[src/rtl/mul_chain_sink.sv]
// mul_chain_sink: restores signed products from the shift-add multiplier
// chain, accumulates NUM_TERMS of them plus a bias, and hands the partial
// sum downstream over a valid/ready register.
//
// Ports:
//   clk, rst_n     clock, async active-low reset
//   mul_result     unsigned product magnitude (2*DW bits)
//   result_flag    product valid
//   signal_flag    product sign (1 = negative)
//   en_synch       chain enable; everything holds while low
//   bias           signed bias, added at the first term of a window
//   clear          synchronous window abort
//   out_data       signed partial sum
//   out_valid      out_data valid
//   out_ready      downstream accepts out_data
//   drop_err       sticky: a completed sum was lost to back-pressure
//   busy           a window is open
//   sat_flag       (MUL_SINK_SAT_EN only) saturation happened in the window
//
// Optional feature macro: MUL_SINK_SAT_EN (saturating accumulation).

module mul_chain_sink #(
  parameter int DW        = 8,
  parameter int ACC_W     = 24,
  parameter int NUM_TERMS = 25,
  parameter int CNT_W     = 5
) (
  input  logic              clk,
  input  logic              rst_n,
  input  logic [2*DW-1:0]   mul_result,
  input  logic              result_flag,
  input  logic              signal_flag,
  input  logic              en_synch,
  input  logic [ACC_W-1:0]  bias,
  input  logic              clear,
  output logic [ACC_W-1:0]  out_data,
  output logic              out_valid,
  input  logic              out_ready,
  output logic              drop_err,
`ifdef MUL_SINK_SAT_EN
  output logic              sat_flag,
`endif
  output logic              busy
);

  typedef enum logic {
    S_IDLE = 1'b0,
    S_ACC  = 1'b1
  } state_t;

  state_t state_q, state_d;

  logic [ACC_W-1:0] acc_q, acc_d;
  logic [CNT_W-1:0] cnt_q, cnt_d;
  logic [ACC_W-1:0] out_data_q, out_data_d;
  logic             out_valid_q, out_valid_d;
  logic             drop_err_q, drop_err_d;

  logic             cap;
  logic             last_term;
  logic             complete;
  logic [ACC_W-1:0] mag_ext;
  logic [ACC_W-1:0] prod;
  logic [ACC_W-1:0] base;
  logic [ACC_W-1:0] sum;

  assign cap     = result_flag & en_synch & ~clear;
  assign mag_ext = ACC_W'(mul_result);
  assign prod    = signal_flag ? ({ACC_W{1'b0}} - mag_ext)
                               : mag_ext;

  // The bias stands in for the accumulator on the first term.
  assign base = (state_q == S_IDLE) ? bias : acc_q;

  // A one-term window finishes straight out of IDLE.
  assign last_term = (state_q == S_IDLE)
                   ? (NUM_TERMS == 1)
                   : (cnt_q == CNT_W'(NUM_TERMS - 1));

  assign complete = cap & last_term;

`ifdef MUL_SINK_SAT_EN
  localparam logic [ACC_W-1:0] SAT_MAX = {1'b0, {(ACC_W-1){1'b1}}};
  localparam logic [ACC_W-1:0] SAT_MIN = {1'b1, {(ACC_W-1){1'b0}}};

  logic [ACC_W:0] wide;
  logic           sat_now;
  logic           win_sat_q, win_sat_d;
  logic           sat_flag_q, sat_flag_d;

  // One extra bit exposes signed overflow as a sign disagreement.
  assign wide    = {base[ACC_W-1], base} + {prod[ACC_W-1], prod};
  assign sat_now = wide[ACC_W] ^ wide[ACC_W-1];
  assign sum     = !sat_now ? wide[ACC_W-1:0]
                 : (wide[ACC_W] ? SAT_MIN : SAT_MAX);
`else
  assign sum = base + prod;
`endif

  // State register
  always_ff @(posedge clk or negedge rst_n) begin
    if (!rst_n) begin
      state_q <= S_IDLE;
    end else begin
      state_q <= state_d;
    end
  end

  // Next-state logic
  always_comb begin
    state_d = state_q;
    unique case (state_q)
      S_IDLE: if (cap && !last_term) state_d = S_ACC;
      S_ACC:  if (complete || clear) state_d = S_IDLE;
      default: state_d = S_IDLE;
    endcase
  end

  // FSM outputs
  always_comb begin
    busy = (state_q == S_ACC);
  end

  // Accumulator and term counter
  always_comb begin
    acc_d = acc_q;
    cnt_d = cnt_q;
    if (clear || complete) begin
      acc_d = '0;
      cnt_d = '0;
    end else if (cap) begin
      acc_d = sum;
      cnt_d = (state_q == S_IDLE) ? CNT_W'(1)
                                  : cnt_q + CNT_W'(1);
    end
  end

  // Output register: an accept in the completing cycle frees the slot.
  always_comb begin
    out_data_d  = out_data_q;
    out_valid_d = out_valid_q;
    drop_err_d  = drop_err_q;
    if (en_synch) begin
      if (complete) begin
        if (!out_valid_q || out_ready) begin
          out_data_d  = sum;
          out_valid_d = 1'b1;
        end else begin
          drop_err_d  = 1'b1;
        end
      end else if (out_valid_q && out_ready) begin
        out_valid_d = 1'b0;
      end
    end
  end

  always_ff @(posedge clk or negedge rst_n) begin
    if (!rst_n) begin
      acc_q       <= '0;
      cnt_q       <= '0;
      out_data_q  <= '0;
      out_valid_q <= 1'b0;
      drop_err_q  <= 1'b0;
    end else begin
      acc_q       <= acc_d;
      cnt_q       <= cnt_d;
      out_data_q  <= out_data_d;
      out_valid_q <= out_valid_d;
      drop_err_q  <= drop_err_d;
    end
  end

`ifdef MUL_SINK_SAT_EN
  // Window saturation history, latched next to out_data.
  always_comb begin
    win_sat_d  = win_sat_q;
    sat_flag_d = sat_flag_q;
    if (clear || complete) begin
      win_sat_d = 1'b0;
    end else if (cap) begin
      win_sat_d = (state_q == S_IDLE) ? sat_now
                                      : (win_sat_q | sat_now);
    end
    if (complete && (!out_valid_q || out_ready)) begin
      sat_flag_d = (state_q == S_IDLE) ? sat_now
                                       : (win_sat_q | sat_now);
    end
  end

  always_ff @(posedge clk or negedge rst_n) begin
    if (!rst_n) begin
      win_sat_q  <= 1'b0;
      sat_flag_q <= 1'b0;
    end else begin
      win_sat_q  <= win_sat_d;
      sat_flag_q <= sat_flag_d;
    end
  end

  assign sat_flag = sat_flag_q;
`endif

  assign out_data  = out_data_q;
  assign out_valid = out_valid_q;
  assign drop_err  = drop_err_q;

endmodule

[config.mk]
export PLATFORM = sky130hd
export DESIGN_NAME = mul_chain_sink
export DESIGN_NICKNAME = d
export VERILOG_FILES = /design/src/rtl/mul_chain_sink.sv
export SDC_FILE = /design/constraint.sdc
export NUM_CORES = 1
export LEC_CHECK = 0
export BUFFER_PORTS_ARGS = -buffer_cell sky130_fd_sc_hd__buf_2
export CAP_MARGIN = 20
export CORE_ASPECT_RATIO = 0.7
export CORE_MARGIN = 3
export CORE_UTILIZATION = 41
export CTS_CLUSTER_DIAMETER = 80
export CTS_CLUSTER_SIZE = 28
export DETAILED_ROUTE_END_ITERATION = 8
export GPL_ROUTABILITY_DRIVEN = 0
export SLEW_MARGIN = 40
export SYNTH_ARGS = -nofsm -noshare
export SYNTH_HDL_FRONTEND = slang
export SYNTH_SLANG_ARGS = --single-unit
[constraint.sdc]
create_clock -name clk -period 5.45 [get_ports clk]
set_clock_uncertainty 0.2 [all_clocks]
set_input_delay 1.09 -clock clk [delete_from_list [all_inputs] [get_ports clk]]
set_output_delay 1.09 -clock clk [all_outputs]
set_load 0.01 [all_outputs]
# Yosys cells after proc, flatten, opt, wreduce, memory -nomap -nowiden
# Index checks and enable logic that the tools add are counted.
[classes] n_addsub=3 multipliers=0 div_mod_pow=0 n_lt_le_gt_ge=0 eq_ne=2 n_shift=0 n_mux=14 bitwise_logic=6 reduce_logical=11
[ops] cell="24-bit 2-to-1 mux" n=4
[ops] cell="24-bit adder" n=1
[ops] cell="1-bit by 16-bit subtractor with 17-bit output (first input constant)" n=1
[ops] cell="5-bit 2-to-1 mux" n=3
[ops] cell="3-bit AND reduction" n=3
[ops] cell="1-bit 2-to-1 mux" n=6
[ops] cell="5-bit by 1-bit adder with 5-bit output (second input constant)" n=1
[ops] cell="5-bit equality test (second input constant)" n=1
[ops] cell="2-bit nonzero test" n=2
[ops] cell="1-bit bitwise AND" n=3
[ops] cell="1-bit inverter" n=3
[ops] cell="1-bit logical AND" n=2
[ops] cell="1-bit zero test" n=2
[ops] cell="1-bit logical OR" n=2
[ops] cell="2-bit by 1-bit != test with 1-bit output (second input constant)" n=1
[ops] cell="1-bit one-hot mux with 2 select lines" n=1
[word_totals] regBits=56 latch_bits=0 mem_bits_rw=0 rom_bits=0 out_inout_bits=27 word_cells=42 memories=0

# Depth between registers and ports, before layout
# Gate-level depths: netlist (run 1).
[logic_depth] ltp_word=6 mapped_depth=15 mapped_depth_nobuf=14

# Worst setup path before layout (run 1)
# Ideal clock, no wire load.
[synth_path] kind="input-to-reg" startpoint="input mul_result[6]" endpoint="register out_data_q[22] (netlist: out_data[22])" arrival_ps=3768 path_slack_ps=1349 cell_stages=13 cell_sequence="nor4_2 > nand3b_1 > o41ai_2 > inv_1 > ha_1 > clkbuf_1 > a21oi_1 > o21ai_0 > a21oi_1 > o21a_1 > and3_1 > a221oi_1 > nand3_1"
[synth_via] elab_chain_cells=3
[synth_rtl] item="from (decl)" line="30" source="input logic [2*DW-1:0] mul_result,"
[synth_rtl] item="1-bit by 16-bit subtractor with 17-bit output" line="69" source="assign prod = signal_flag ? ({ACC_W{1'b0}} - mag_ext)"
[synth_rtl] item="24-bit 2-to-1 mux *" line="69"
[synth_rtl] item="24-bit adder *" line="97" source="assign sum = base + prod;"
[synth_rtl] item="to (signal assigned)" line="167" source="out_data_q <= out_data_d;"
[synth_rtl] item="to (decl)" line="55" source="logic [ACC_W-1:0] out_data_q, out_data_d;"
# Every way passes the cells marked *; elsewhere a longest branch is shown, timed or not.
# A chain may end at the register's enable or synchronous reset.

# Worst setup path in the final report (run 1)
[layout_path] startpoint="input mul_result[4]" endpoint="register out_data_q[23] (netlist: out_data[23])"
# The elaborated chain is that of the path after synthesis.

==> results of run 1 <==
worst max-delay path, delay by kind of cell:
kind | cells | cell delay, ns
compound gates | 7 | 1.66
simple gates | 3 | 0.71
fa+ha+maj | 1 | 0.51
buf+inv | 2 | 0.38
layer usage:
| layer | vias to the layer above | GRT usage (%) | wire (um) | share of wire [%] |
|---|---|---|---|---|
| li1 | 1862 | - | - | - |
| met1 | 1842 | 31.8 | 5830 | 50 |
| met2 | 144 | 28.7 | 4770 | 41 |
| met3 | 13 | 4.61 | 927 | 7.9 |
| met4 | 0 | 5.09 | 144 | 1.2 |
| met5 | - | 0 | 0 | 0 |
kinds of logic after synthesis:
logic type      count (synthesis)
simple gates                  162
mux                            29
buf+inv                        42
xor+xnor                       33
flops                          56
compound gates                129
fa+ha+maj                      27
sequential cells by signal, indices dropped and copies added, names as in the netlist:
signal and count:
drop_err 1, busy 1, out_valid 1, cnt_q 5
out_data 24, acc_q 24
final cells by class:
cell class | count | area (um^2)
fill | 930 | 5010
multi-input combinational | 380 | 2650
sequential | 56 | 1400
timing repair buffer | 77 | 399
tap | 128 | 160
clock buffer | 5 | 125
inverter | 17 | 63.8
clock inverter | 3 | 25.0
cell usage after synthesis, drive strengths merged (3+ instances only):
library cell and n:
o2111ai 5, nand3b 4, nand2 75, inv 17
or3 3, and3 5, mux2 27, o21ai 31
a21o 9, nand2b 9, nor3 5, dfrtp 56
o31ai 9, xnor2 23, ha 26, o211ai 4
buf 9, o41ai 4, a21oi 33, a22o 14
a31oi 6, o21a 4, nand4 12, clkbuf 16
or4 5, xor2 10, nor2 14, nand3 18
worst paths after layout:
path	cells past startpoint	end	slack [ns]
max	13	out_data[23]$_DFFE_PN0P_	1.06
min reg2reg	2	out_data[17]$_DFFE_PN0P_	0.28
max in group asynchronous	2	out_data[4]$_DFFE_PN0P_	4.03
min in group asynchronous	2	out_data[11]$_DFFE_PN0P_	0.64
min	2	out_data[17]$_DFFE_PN0P_	0.28
max reg2reg	9	out_data[15]$_DFFE_PN0P_	1.65
stage by stage:
step                      utilization (%)  setup WS, ns  hold WS (ns)
after floorplan                         -          1.35         0.243
after global placement               47.5         0.902         0.255
after detailed placement             47.5         0.774         0.261
after CTS                            49.0          1.09         0.280
after global routing                 49.1         0.749         0.304
final                                49.1          1.06         0.276
power breakdown:
group | total, mW | switching [mW] | internal [mW]
Combinational | 0.472 | 0.291 | 0.182
Clock | 0.346 | 0.172 | 0.175
Sequential | 0.467 | 0.0213 | 0.446
==> reports/metrics.yaml, run 1 <==
max_slew_headroom_pct: 45.8
cts_root_buffer: "sky130_fd_sc_hd__clkbuf_16"
antenna_violations_before_repair: 0
ioPinCount: 74
core.rowCount: 30
crit_chain: "buf_2 -> nor4_2 -> nand3b_1 -> o41ai_2 -> inv_1 -> ha_1 -> a21oi_1 -> o221ai_1 -> a21o_1 -> a21oi_1 -> o21ai_0 -> o21ai_0 -> nand3_1"
htree_levels: 2
postSynthAreaPerCell_um2: 8.82
clkTransAtPathRegs_ns: 0.08
cts_inserted_buffers: 5
placedInstanceArea_um2: 4670
place.detailed.hpwl_mm: 8.83
post-synth-top-area-cell: "sky130_fd_sc_hd__dfrtp_1"
netlist-cell-type-count: 55
setup_viol_count_final: 0
portBuffers: 73
final_common_cell: "sky130_fd_sc_hd__nand2_1"
number_of_enable_type_register_cells_in_the_synthesized_netlist: 0
total_design_power_mw: 1.29
dieWidth_um: 127
synthesis.area_um2: 4210
leading_cell_types_by_total_area_after_synthesis: "sky130_fd_sc_hd__dfrtp_1 33%, sky130_fd_sc_hd__ha_1 7.7%, sky130_fd_sc_hd__mux2_2 7.2%, sky130_fd_sc_hd__nand2_1 6.6%, sky130_fd_sc_hd__xnor2_1 4.8%"
syn-num-nets: 552
post_cts_gate_resize_count: 0
ys_dominant_reg_cell: "sky130_fd_sc_hd__dfrtp_1"
dr_total_vias: 3861
rsz_0062_raised_after_global_routing: "no"
number_of_inserted_diodes: 0
powerDensity_nw_per_um2: 267
ys_async_sr_fraction_pct: 100
maxCapViolCount: 0
worstMarginPinSlew_ns: 0.813
route.detailed.drc: 0
share_of_synthesized_area_occupied_by_flip_flops_and_latches_pct: 33.3
crit-reg2reg-launch: "busy$_DFF_PN0_"
final_layout_size_suffix_gt1_share_pct: 23.6
insertion_delay_ns: 0.31
fin_setup_tns_ns: 0
drt-initial-drc-count: 358
crit_path_max_incr_delay_ns: 0.51
max_freq_ghz: 0.228
final-max-slew-violation-count: 0
timing.critical_path.arrival_ns: 4.37
critPathRequiredTime_ns: 5.44
number_of_sinks_driven_by_the_clock_tree: 56
worst_hold_path_type: "flip-flop to flip-flop"
timing.final.crit_period_ns: 4.39
timing_worst_setup_path_type: "input port to flip-flop"
die_height_um: 90.8
syn-instance-count: 478
total_leakage_power_nw: 2.30
synth_compound_gate_area_share_pct: 20.5
global_route_usage_over_all_layers_pct: 20.6
grt_pass1_wl_mm: 19.1
vdd_drop_max_v: 0.000112
start_kind: "input port"
layout.cells.non_filler: 666
wire_per_inst_um: 17.5
finalHoldViolations: 0
cts_buffer_depth: 2
mostFrequentLayoutCells: "74 x sky130_fd_sc_hd__nand2_1, 73 x sky130_fd_sc_hd__buf_2, 56 x sky130_fd_sc_hd__dfrtp_1"
number_of_warnings_printed_during_yosys_synthesis: 0
gr-total-overflow: 0
status: "complete, no violations"
fp.coreArea_um2: 9830
numPlacedInstances: 658
synth_top_area_share_pct: 33.3
synth-seq-cells: 56
finalWirelength_mm: 11.7
setup_repair_bufs_after_cts: 0
critical_path_start: "mul_result[4]"
synth_simple_gate_area_share_pct: 19.4
cp_slowest_cell: "sky130_fd_sc_hd__ha_1"
pin_count_of_the_biggest_net_entering_global_routing: 57
route.detailed.vias_per_inst: 5.80
area_growth_pct: 14.5
post-route-cell-area_um2: 4830
floorplan.initialDensity_pct: 42.8
grt_pass1_vias: 3687
post_synth_xor_area_fraction_pct: 6.86
worst_setup_path_end_kind: "flip-flop"
floorplan.die_area_um2: 11600
yosys-mux-area-fraction_pct: 7.69
combinational_family_with_the_most_area_after_synthesis: "compound AO/OA/AOI/OAI gates"
nNetsFinal: 611
ant_nets: 0
min-delay-start: "out_data[17]$_DFFE_PN0P_"
critical_path.max_fanout: 14
cts_hold_buf: 0
firstDrtPassIters: 7
synth_adder_area_share_pct: 8.19
final_critical_path_share_of_the_clock_period_pct: 80.5
cts_tree: "built"
No activity file was read; power rests on OpenSTA's default activity.
==> run 2, diff against run 1 <==
--- a/config.mk
+++ b/config.mk
@@ -5,6 +5,7 @@
 export SDC_FILE = /design/constraint.sdc
 export NUM_CORES = 1
 export LEC_CHECK = 0
+export ABC_AREA = 1
 export BUFFER_PORTS_ARGS = -buffer_cell sky130_fd_sc_hd__buf_2
 export CAP_MARGIN = 20
 export CORE_ASPECT_RATIO = 0.7
==> constraint.sdc (replaced) <==
create_clock -name clk -period 4.19 [get_ports clk]
set_clock_uncertainty 0.2 [all_clocks]
set_input_delay 0.838 -clock clk [delete_from_list [all_inputs] [get_ports clk]]
set_output_delay 0.838 -clock clk [all_outputs]
set_load 0.01 [all_outputs]
==> run 2 against run 1 <==
Compared with the run above: global-route usage grew 1.9 points; clock power grew 49%; count of clock-buffer cells in the layout grew 1; cell count grew 36%; register-to-register slack lost 0.78 ns; first-iteration DRC count grew 27%.
==> reports/metrics.yaml, run 2 <==
area_growth_pct: 14.1
detailedPlace.worstSlack_ns: 0.552  # -0.222 ns
ioPinCount: 74  # unchanged
netlist-cell-type-count: 39  # -29%
synth_top_area_share_pct: 30.4  # -2.9 points
worstMarginPinSlew_ns: 0.730  # -0.0830 ns
place.detailed.hpwl_mm: 10.6  # +20%
ys_async_sr_fraction_pct: 100  # unchanged
post_synth_xor_area_fraction_pct: 4.37  # -2.5 points
finalHoldViolations: 0  # unchanged
layout.cells.non_filler: 909  # +36%
post_cts_gate_resize_count: 0  # unchanged
dr_total_vias: 4597  # +19%
synth_adder_area_share_pct: 7.48  # -0.71 points
route.detailed.drc: 0  # unchanged
htree_levels: 2  # unchanged
fin_setup_tns_ns: 0  # unchanged
dieWidth_um: 133  # +4.4%
nNetsFinal: 834  # +36%
synth_compound_gate_area_share_pct: 7.62  # -13 points
final_critical_path_share_of_the_clock_period_pct: 81.3
status: "complete, no violations"
powerDensity_nw_per_um2: 332  # +25%
cts_buffer_depth: 2  # unchanged
wire_per_inst_um: 14.8  # -15%
cts_inserted_buffers: 5  # unchanged
route.detailed.vias_per_inst: 5.06  # -13%
yosys-mux-area-fraction_pct: 2.93  # -4.8 points
fp.coreArea_um2: 10700  # +8.5%
max_slew_headroom_pct: 51.3  # +5.5 points
syn-num-nets: 764  # +38%
synth-seq-cells: 56  # unchanged
post-synth-top-area-cell: "sky130_fd_sc_hd__dfrtp_1"
timing.critical_path.arrival_ns: 3.40  # -0.97 ns
cts_root_buffer: "sky130_fd_sc_hd__clkbuf_16"
net_switching_power_uw: 659  # +36%
final_common_cell: "sky130_fd_sc_hd__nand2_1"
postSynthAreaPerCell_um2: 6.69  # -24%
floorplan.die_area_um2: 12600  # +9.0%
synth.cells.most_frequent: "242 x sky130_fd_sc_hd__nand2_1, 106 x sky130_fd_sc_hd__inv_1, 60 x sky130_fd_sc_hd__nor2_1"
die_height_um: 94.8  # +4.3%
final_critical_path_setup_slack_ns: 0.785  # -0.279 ns
power_frac_comb_pct: 37.4  # +0.7 points
synthMostInstantiatedCell: "sky130_fd_sc_hd__nand2_1"
critical_path.max_fanout: 5  # -9
min_to: "out_data[2]$_DFFE_PN0P_"
share_of_synthesized_area_occupied_by_flip_flops_and_latches_pct: 30.4  # -2.9 points
final-max-slew-violation-count: 0  # unchanged
insertion_delay_ns: 0.30  # about the same
cts_hold_buf: 0  # unchanged
r2r-end: "out_data[21]$_DFFE_PN0P_"
rrSetupSlack_ns: 0.87  # -0.78 ns
final_layout_size_suffix_gt1_share_pct: 15.0  # -8.6 points
max_freq_ghz: 0.294
start_kind: "input port"
number_of_enable_type_register_cells_in_the_synthesized_netlist: 0  # unchanged
global_route_usage_over_all_layers_pct: 22.5  # +1.9 points
synth_simple_gate_area_share_pct: 36.1  # +17 points
rsz_0062_raised_after_global_routing: "no"
clkTransAtPathRegs_ns: 0.08  # about the same
combinational_family_with_the_most_area_after_synthesis: "simple AND/OR/NAND/NOR gates"
portBuffers: 73  # unchanged
clkPwrFrac_pct: 29.4  # +2.5 points
numPlacedInstances: 901  # +37%
maxCapViolCount: 0  # unchanged
min-delay-start: "out_data[2]$_DFFE_PN0P_"
worstHoldPathCells: 2  # unchanged
setup_repair_bufs_after_cts: 0  # unchanged
ys_dominant_reg_cell: "sky130_fd_sc_hd__dfrtp_1"
vdd_drop_max_v: 0.000174  # +56%
timing_worst_setup_path_type: "input port to flip-flop"
leading_cell_types_by_total_area_after_synthesis: "sky130_fd_sc_hd__dfrtp_1 30%, sky130_fd_sc_hd__nand2_1 20%, sky130_fd_sc_hd__inv_1 8.6%, sky130_fd_sc_hd__ha_1 7.0%, sky130_fd_sc_hd__nand3_1 6.2%"
cts_tree: "built"
syn-instance-count: 690  # +44%
timing.final.crit_period_ns: 3.41
finalWirelength_mm: 13.5  # +15%
floorplan.initialDensity_pct: 43.3  # +0.41 points
number_of_sinks_driven_by_the_clock_tree: 56  # unchanged
share_seq_of_total_power_pct: 33.2  # -3.1 points
firstDrtPassIters: 5  # -2
pin_count_of_the_biggest_net_entering_global_routing: 44  # -23%
antenna_violations_before_repair: 0  # unchanged
mostFrequentLayoutCells: "242 x sky130_fd_sc_hd__nand2_1, 106 x sky130_fd_sc_hd__inv_1, 72 x sky130_fd_sc_hd__buf_2"
synthesis.area_um2: 4610  # +9.5%
power.internal_mw: 1.09  # +36%
worst_hold_path_type: "flip-flop to flip-flop"
setup_viol_count_final: 0  # unchanged
ant_nets: 0  # unchanged
drt-initial-drc-count: 454  # +27%
total_leakage_power_nw: 3.00  # +30%
critPathRequiredTime_ns: 4.18  # -1.26 ns
total_design_power_mw: 1.75  # +36%
number_of_inserted_diodes: 0  # unchanged
number_of_warnings_printed_during_yosys_synthesis: 0  # unchanged
worst_setup_path_end_kind: "flip-flop"
gr-total-overflow: 0  # unchanged
core.rowCount: 31  # +3.3%
worstRegToRegCells: 12  # +3
switching_share_pct: 37.7  # +0.068 points
grt_pass1_wl_mm: 22.5  # +18%
grt_pass1_vias: 4474  # +21%
crit-reg2reg-launch: "busy$_DFF_PN0_"
run 2: cell count changes in the layout (fill, tap and decap cells not counted), sizes merged, moves of 12 or more:
cell,previous run,this run
nand2,75,244
inv,19,109
nor2,14,61
nand3,18,57
mux2,27,12
a22o,14,0
o21ai,31,19
xnor2,23,11
run 2: final cells by class:
cell class	instances	area [um^2]
fillers	1109	5400
multi-input cells	512	2700
flip-flops and latches	56	1400
inverters	109	414
repair buffers	76	390
well taps	148	185
clock buffers	6	139
clock inverters	2	38.8
run 2: logic make-up (layout without fill, tap and decap cells):
family                   count (synthesis)  in the layout
adder cells (fa/ha/maj)                 27             27
AND/OR/NAND/NOR                        390            390
XOR/XNOR                                23             23
multiplexers                            12             12
flip-flops                              56             56
AO/OA/AOI/OAI                           60             60
buffers and inverters                  122            193
run 2: critical path, cell delays in order:
cell	delay, ns
sky130_fd_sc_hd__buf_2	0.13
sky130_fd_sc_hd__nor2_1	0.16
sky130_fd_sc_hd__nand3_1	0.10
sky130_fd_sc_hd__nor2_1	0.20
sky130_fd_sc_hd__nand2_1	0.08
sky130_fd_sc_hd__nor2_1	0.18
sky130_fd_sc_hd__nand3b_1	0.11
sky130_fd_sc_hd__nand2_1	0.09
sky130_fd_sc_hd__xnor2_1	0.08
sky130_fd_sc_hd__ha_1	0.39
sky130_fd_sc_hd__nand2_1	0.16
sky130_fd_sc_hd__nor2_1	0.22
sky130_fd_sc_hd__nand2_1	0.09
sky130_fd_sc_hd__nor2_1	0.13
sky130_fd_sc_hd__nand2_1	0.10
sky130_fd_sc_hd__nand3_1	0.11
sky130_fd_sc_hd__nand2_1	0.07
sky130_fd_sc_hd__nand3_1	0.12
sky130_fd_sc_hd__nand2_1	0.06
run 2: power groups by stage:
stage / sequential, mW / combinational [mW] / clock, mW
2_1_floorplan: 0.584 / 0.466 / 0
3_3_place_gp: 0.590 / 0.629 / 0
3_5_place_dp: 0.591 / 0.638 / 0
4_1_cts: 0.580 / 0.642 / 0.529
5_1_grt: 0.584 / 0.743 / 0.550
6_report: 0.580 / 0.655 / 0.514
run 2: metal layers:
layer	track usage [%]	wire [um]
met4	5.62	181
met2	32.3	5190
met5	0	0
met3	5.01	1100
met1	33.8	7010
run 2: per-stage QoR:
stage	hold WS [ns]	util, %	area, um^2
2_1_floorplan	0.244	-	4610
3_3_place_gp	0.250	47.7	5090
3_5_place_dp	0.258	47.7	5090
4_1_cts	0.276	49.4	5270
5_1_grt	0.293	49.4	5270
6_report	0.274	49.4	5270
run 2: worst max-delay path by stage:
| stage | depth (start not counted) | end | start | slack [ns] |
|---|---|---|---|---|
| final | 19 | out_data[21]$_DFFE_PN0P_ | mul_result[4] | 0.78 |
| after global routing | 19 | acc_q[15]$_DFFE_PN0P_ | mul_result[0] | 0.37 |
| after CTS | 19 | acc_q[15]$_DFFE_PN0P_ | mul_result[0] | 0.86 |
| after detailed placement | 18 | out_data[19]$_DFFE_PN0P_ | mul_result[0] | 0.55 |
| after global placement | 19 | acc_q[15]$_DFFE_PN0P_ | mul_result[0] | 0.59 |
| after floorplan | 16 | acc_q[10]$_DFFE_PN0P_ | mul_result[2] | 1.12 |
